### config.mk
export PLATFORM = sky130hd
export DESIGN_NAME = multiword_comparator
export DESIGN_NICKNAME = d
export VERILOG_FILES = /design/src/rtl/multiword_cmp_pkg.sv /design/src/rtl/multiword_comparator_word_cmp.sv /design/src/rtl/multiword_comparator.sv
export SDC_FILE = /design/constraint.sdc
export NUM_CORES = 1
export LEC_CHECK = 0
export BUFFER_PORTS_ARGS = -buffer_cell sky130_fd_sc_hd__buf_2
export CAP_MARGIN = 30
export CORE_AREA = 2 2 39 41
export CTS_CLUSTER_DIAMETER = 120
export DETAILED_ROUTE_END_ITERATION = 7
export DIE_AREA = 0 0 41 43
export PLACE_DENSITY = 0.7
export RECOVER_POWER = 50
export SETUP_SLACK_MARGIN = 0.15
export SLEW_MARGIN = 30
export SYNTH_ARGS = -nofsm -noshare
export SYNTH_HDL_FRONTEND = slang
export SYNTH_SLANG_ARGS = --single-unit
### constraint.sdc
create_clock -name clk -period 2.33 [get_ports clk]
set_clock_uncertainty 0.2 [all_clocks]
set_input_delay 0.3495 -clock clk [delete_from_list [all_inputs] [get_ports clk]]
set_output_delay 0.3495 -clock clk [all_outputs]
set_load 0.005 [all_outputs]
### src/rtl/multiword_cmp_pkg.sv
// Shared types for the multi-word comparator: FSM state encoding, the
// registered verdict bundle and a helper that turns the frame decision
// (decided / gt) into a one-hot Equal/Greater/Less verdict.
// Optional feature macro used by the top: MULTIWORD_CMP_MISMATCH_CNT_EN.
package multiword_cmp_pkg;

  typedef enum logic {
    COLLECT = 1'b0,
    RESULT  = 1'b1
  } cmp_state_t;

  typedef struct packed {
    logic eq;
    logic gt;
    logic lt;
  } cmp_result_t;

  // An undecided frame means every word pair matched, so it is Equal.
  function automatic cmp_result_t make_result(input logic decided, input logic gt);
    cmp_result_t r;
    r.eq = ~decided;
    r.gt = decided & gt;
    r.lt = decided & ~gt;
    return r;
  endfunction

  // Verdict bundle driven whenever no verdict is being presented.
  localparam cmp_result_t RESULT_NONE = '{eq: 1'b0, gt: 1'b0, lt: 1'b0};

endpackage : multiword_cmp_pkg

### src/rtl/multiword_comparator_word_cmp.sv
// Combinational single-word comparator: unsigned equality and greater-than
// of one A/B word pair. The top instantiates it once and reuses it for
// every word of the frame.
module word_cmp #(
  parameter int WIDTH = 4
) (
  input  logic [WIDTH-1:0] a_i,
  input  logic [WIDTH-1:0] b_i,
  output logic             eq_o,
  output logic             gt_o
);

  assign eq_o = (a_i == b_i);
  assign gt_o = (a_i > b_i);

endmodule : word_cmp

### src/rtl/multiword_comparator.sv
// Multi-word comparator. Operands arrive most-significant word first, one
// A/B pair per accepted handshake; after WORDS words a registered
// Equal/Greater/Less verdict is presented until the consumer accepts it.
// The first unequal word pair decides the verdict; later pairs only count.
// Optional feature: define MULTIWORD_CMP_MISMATCH_CNT_EN to add the
// Mismatch output, the number of unequal word pairs in the frame.
module multiword_comparator
  import multiword_cmp_pkg::*;
#(
  parameter  int WIDTH = 4,
  parameter  int WORDS = 4,
  localparam int CNT_W = $clog2(WORDS + 1)
) (
  input  logic             clk,
  input  logic             rst,
  input  logic             in_valid,
  output logic             in_ready,
  input  logic [WIDTH-1:0] A,
  input  logic [WIDTH-1:0] B,
  output logic             out_valid,
  input  logic             out_ready,
  output logic             Equal,
  output logic             Greater,
  output logic             Less
`ifdef MULTIWORD_CMP_MISMATCH_CNT_EN
  ,
  output logic [CNT_W-1:0] Mismatch
`endif
);

  // Count value held just before the final word of a frame is accepted.
  localparam logic [CNT_W-1:0] LAST_CNT = CNT_W'(WORDS - 1);
  localparam logic [CNT_W-1:0] CNT_ONE  = CNT_W'(1);

  cmp_state_t       state_q, state_d;
  logic [CNT_W-1:0] cnt_q, cnt_d;
  logic             decided_q, decided_d;
  logic             gt_q, gt_d;
  cmp_result_t      res_q, res_d;
  logic             out_valid_q, out_valid_d;
  logic             in_ready_q, in_ready_d;

  logic             eq_s;
  logic             gt_s;
  logic             accept_s;
  logic             handshake_s;
  logic             last_word_s;

  word_cmp #(
    .WIDTH (WIDTH)
  ) u_word_cmp (
    .a_i  (A),
    .b_i  (B),
    .eq_o (eq_s),
    .gt_o (gt_s)
  );

  assign accept_s    = in_valid & in_ready_q;
  assign handshake_s = out_valid_q & out_ready;
  assign last_word_s = (cnt_q == LAST_CNT);

  // Frame FSM: collect words, fold in the first difference, present verdict.
  always_comb begin
    state_d     = state_q;
    cnt_d       = cnt_q;
    decided_d   = decided_q;
    gt_d        = gt_q;
    res_d       = res_q;
    out_valid_d = out_valid_q;
    in_ready_d  = in_ready_q;

    case (state_q)
      COLLECT: begin
        if (accept_s) begin
          cnt_d = cnt_q + CNT_ONE;
          // Only the most significant differing word decides the order.
          if (!decided_q && !eq_s) begin
            decided_d = 1'b1;
            gt_d      = gt_s;
          end else begin
            decided_d = decided_q;
            gt_d      = gt_q;
          end
          if (last_word_s) begin
            state_d     = RESULT;
            in_ready_d  = 1'b0;
            out_valid_d = 1'b1;
            res_d       = make_result(decided_d, gt_d);
          end else begin
            state_d = COLLECT;
          end
        end else begin
          state_d = COLLECT;
        end
      end

      RESULT: begin
        // The handshake cycle only retires the verdict; no word is taken.
        if (handshake_s) begin
          state_d     = COLLECT;
          cnt_d       = '0;
          decided_d   = 1'b0;
          gt_d        = 1'b0;
          res_d       = RESULT_NONE;
          out_valid_d = 1'b0;
          in_ready_d  = 1'b1;
        end else begin
          state_d = RESULT;
        end
      end

      default: begin
        state_d     = COLLECT;
        cnt_d       = '0;
        decided_d   = 1'b0;
        gt_d        = 1'b0;
        res_d       = RESULT_NONE;
        out_valid_d = 1'b0;
        in_ready_d  = 1'b1;
      end
    endcase
  end

  // Frame state and output registers with synchronous reset.
  always_ff @(posedge clk) begin
    if (rst) begin
      state_q     <= COLLECT;
      cnt_q       <= '0;
      decided_q   <= 1'b0;
      gt_q        <= 1'b0;
      res_q       <= RESULT_NONE;
      out_valid_q <= 1'b0;
      in_ready_q  <= 1'b1;
    end else begin
      state_q     <= state_d;
      cnt_q       <= cnt_d;
      decided_q   <= decided_d;
      gt_q        <= gt_d;
      res_q       <= res_d;
      out_valid_q <= out_valid_d;
      in_ready_q  <= in_ready_d;
    end
  end

  assign in_ready  = in_ready_q;
  assign out_valid = out_valid_q;
  assign Equal     = res_q.eq;
  assign Greater   = res_q.gt;
  assign Less      = res_q.lt;

`ifdef MULTIWORD_CMP_MISMATCH_CNT_EN
  logic [CNT_W-1:0] mm_cnt_q, mm_cnt_d;
  logic [CNT_W-1:0] mm_out_q, mm_out_d;

  // Running count of unequal pairs; published together with the verdict.
  always_comb begin
    mm_cnt_d = mm_cnt_q;
    mm_out_d = mm_out_q;
    case (state_q)
      COLLECT: begin
        if (accept_s) begin
          if (!eq_s) begin
            mm_cnt_d = mm_cnt_q + CNT_ONE;
          end else begin
            mm_cnt_d = mm_cnt_q;
          end
          if (last_word_s) begin
            mm_out_d = mm_cnt_d;
          end else begin
            mm_out_d = mm_out_q;
          end
        end else begin
          mm_cnt_d = mm_cnt_q;
        end
      end
      RESULT: begin
        if (handshake_s) begin
          mm_cnt_d = '0;
          mm_out_d = '0;
        end else begin
          mm_out_d = mm_out_q;
        end
      end
      default: begin
        mm_cnt_d = '0;
        mm_out_d = '0;
      end
    endcase
  end

  // Mismatch counter registers with synchronous reset.
  always_ff @(posedge clk) begin
    if (rst) begin
      mm_cnt_q <= '0;
      mm_out_q <= '0;
    end else begin
      mm_cnt_q <= mm_cnt_d;
      mm_out_q <= mm_out_d;
    end
  end

  assign Mismatch = mm_out_q;
`endif

endmodule : multiword_comparator

==> results.md <==
STA:
- The total negative setup slack is 0 ps.
- After layout, the worst path uses ~64% of the clock period.
- The relative slew slack is about four fifths.
- Setup violations remaining at the end of the flow were counted as 0.
- Counting I/O delays and the setup requirement, the final critical path takes 1500 ps.
- For the pin with the worst max-slew slack, the measured transition is 283 ps.
- The final number of max-transition violations is 0.
- The final-report hold violation count is 0.
- Setup repair after global routing left no endpoint under its margin.
- Static timing analysis puts the maximum clock frequency at 666 MHz.

Synthesis:
- The mapped cell area is 593 um^2.
- After synthesis, the largest family of logic cells by area is simple AND/OR/NAND/NOR gates.
- After Yosys synthesis, and, or, nand and nor cells account for 23.2% of the synthesized area.
- Synthesis produced a netlist whose cell count is 63.
- After Yosys synthesis, XOR and XNOR cells account for 0% of the synthesized area.
- Counting every net in the synthesized netlist gives 81.
- The share of the synthesized area in compound gates (AO/OA/AOI/OAI) is 22.6%.
- Counting flops and latches in the post-synthesis netlist gives 11.
- Summing the areas of all fa, ha and maj instances in the mapped netlist gives 12.7% of the synthesized area.
- The mux cell area share after synthesis is 0%.
- The sequential area share after synthesis is 37.1%.
- The unique cell type count in the Yosys netlist is 25.
- After synthesis, the mean cell area works out to roughly 9.4 um^2.
- The number of warnings issued by yosys is 0.

Global route:
- The via count of the first global-routing pass is 453.
- For this run, the total global-route usage over all layers was measured as 15.3%.
- The maximum number of pins on one net before global-route repair is 15.
- The first global-routing pass estimated 1.79 mm of wire.
- The total overflow left after global routing is 0.
- The number of antenna violations at the first check in global routing is 0.

CTS:
- The number of sinks driven by the clock tree is 11.
- Clock-pin slew was measured on the worst setup and hold paths at 70 ps.
- The buffer depth of the longest clock path is 2.
- Clock tree synthesis inserted a total of 3 buffers.
- For this design, the CTS-stage hold fixing added 0 buffers.
- The CTS H-tree depth is 1.
- Gates resized during post-CTS repair numbered 0.
- The later pin in the worst-skew pair is clocked with a latency of 270 ps.
- The count of buffers added by post-CTS timing repair for setup is 0.
- TritonCTS built the clock tree.
- In this run the clock root is driven by a clkbuf_4.

Place:
- Port buffering added 16 buffers.
- Summed over all nets, the half-perimeter wirelength after detailed placement is 829 um.
- The routability congestion estimate from global placement is 0.674.

Finish:
- The filler cells instantiated in the layout total around 140.
- In the final layout, the share of cells above drive strength 1 is 32.9%.
- The flip-flop and latch area is 220 um^2.
- The growth of design area from synthesis to finish is 18.1%.
- After the last flow step, the layout net total stands at slightly above 100.
- The number of antenna diodes in the final layout is 0.
- In the final layout, the multi-input gates occupy about 330 um^2.
- Measured on the finished design, the core utilization comes to just over 50%.

Power and ir drop:
- The worst IR drop on VDD is 315 uV.
- Power spread over the standard cell area amounts to 560 nW/um^2.
- The leakage power figure is 0.000316 uW.

Floorplan:
- From bottom edge to top edge, the die measures between 40 and 50 um.
- The floorplan step set the die width to 41 um.
- The number of top-level design ports is 17.
- The initial core utilization is 42.9%.
- The die covers 1760 um^2.
- The area of the core is 1380 um^2.
- The number of standard-cell rows in the floorplan is 14.

Route:
- The routed design uses 504 um of met2 wire.
- The final route contains 527 vias.
- The final layout contains routed wiring with a total length of 1.09 mm.
- In the final routing, the length of wire on met1 measures 482 um.
- The number of remaining DRC errors is 0.
- Wire segments on met3 add up to 74 um in the final route.
- The via density per instance is 5.38.
- Dividing the detail-routed wire length by the instance count gives 11.1 um.
- The detail route stage leaves a number of antenna-violating nets equal to 0.
- The number of design-rule violations left by the first detailed-router iteration is 4.
- The highest layer touched by signal routing is met4.
- The first-pass iteration count of the detailed router is 2.

Setup path:
- STA classifies the critical path startpoint as an input port.
- At the worst endpoint, the required time is 2320 ps.
- The startpoint of the worst register-to-register path is cnt_q[0].
- The classification of the worst setup path is in2reg.
- The start point of the critical path is A[3].
- Data arrives at the worst endpoint at 1490 ps.
- Along the worst path, the maximum fanout reaches 5.
- The worst setup path is captured at a flop.

Job:
- The total of max-cap violations is 0.

Outcome:
- The run finished with clean final reports.

Hold path:
- The worst min-delay path category is in2reg.
- The worst hold path begins at out_ready.
[report_power, final]
| group | switching, uW | internal, uW | leakage [uW] |
|---|---|---|---|
| registers | 5.47 | 195 | 0.0000896 |
| logic | 31.2 | 29.1 | 0.000212 |
| clock network | 64.8 | 66.3 | 0.0000150 |
| total | 102 | 291 | 0.000316 |
[layout by cell type, fill, tap and decap left out]
cell type,count
o211ai_1,1
a31oi_1,1
o211ai_2,1
a31o_2,1
ha_1,6
a21oi_1,6
nor2_1,6
and3_2,1
buf_2,15
and2b_1,1
and2_2,1
and3b_2,1
clkbuf_4,3
a211oi_1,1
a211o_1,1
nand3_1,1
nand3b_1,2
nand2_1,5
dfxtp_1,11
nand4_1,1
inv_1,6
nor2_2,1
clkbuf_1,2
o31ai_2,3
a22oi_1,2
nand4b_1,2
[cells by family (layout without fill, tap and decap cells)]
| kind of cell | after synthesis | after routing |
|---|---|---|
| DFF | 11 | 11 |
| and+or+nand+nor | 22 | 22 |
| AOI/OAI and AO/OA | 17 | 17 |
| buffers and inverters | 7 | 26 |
| adders and majority gates | 6 | 6 |
[cell type report]
class / count / share of cell area [%]
Clock buffer: 4 / 3.75
Tap cell: 16 / 2.86
Multi-Input combinational cell: 45 / 47.5
Timing Repair Buffer: 16 / 11.2
Inverter: 6 / 3.21
Sequential cell: 11 / 31.4
[final timing paths]
kind,slack (ps),to,cells after the start
worst min register to register,300,state_q,2
worst max register to register,830,Equal,5
worst max-delay path,830,gt_q,6
worst min-delay path,170,state_q,4
[stage by stage]
stage | hold WS, ps | instances | total power, uW | setup slack (ps) | instance area, um^2
3_3_place_gp | 272 | 94 | 267 | 622 | 689
6_report | 175 | 98 | 392 | 827 | 701
2_1_floorplan | 254 | 63 | 249 | 757 | 593
3_5_place_dp | 285 | 94 | 269 | 596 | 689
5_1_grt | 208 | 98 | 414 | 736 | 701
4_1_cts | 175 | 98 | 400 | 874 | 716
[cell usage after synthesis]
cell | instances | share of area (%)
dfxtp_1 | 11 | 37
a21oi_1 | 6 | 5.1
ha_1 | 6 | 13
inv_1 | 6 | 3.8
nor2_1 | 6 | 3.8
nand2_1 | 4 | 2.5
o31ai_2 | 3 | 6.3
a22oi_1 | 2 | 2.5
nand3b_1 | 2 | 2.5
nand4b_1 | 2 | 3.0
a211o_1 | 1 | 1.5
a211oi_1 | 1 | 1.3
a31o_2 | 1 | 1.5
a31oi_1 | 1 | 1.1
and2_2 | 1 | 1.3
and2b_1 | 1 | 1.3
and3_2 | 1 | 1.3
and3b_2 | 1 | 1.7
buf_1 | 1 | 0.63
nand2_4 | 1 | 1.9
nand3_1 | 1 | 0.84
nand4_2 | 1 | 2.1
nor2_2 | 1 | 1.1
o211ai_1 | 1 | 1.3
o211ai_2 | 1 | 2.1
[registers in the layout, summed over array words and instances (netlist names)]
name,flops
Equal,1
Greater,1
Less,1
cnt_q,3
decided_q,1
gt_q,1
in_ready,1
out_valid,1
state_q,1
[worst max-delay path, cell delays in order]
cell,delay (ps)
buf_2,100
ha_1,320
nand4_1,210
a21oi_1,120
a31o_2,250
o31ai_2,160
[per-layer routing]
layer / vias to the layer above / global-route usage, %
li1: 268 / -
met1: 238 / 17.0
met2: 17 / 23.8
met3: 4 / 4.71
met4: 0 / 10.0
met5: - / 0
Note: power is estimated with default switching activity, not from simulation.
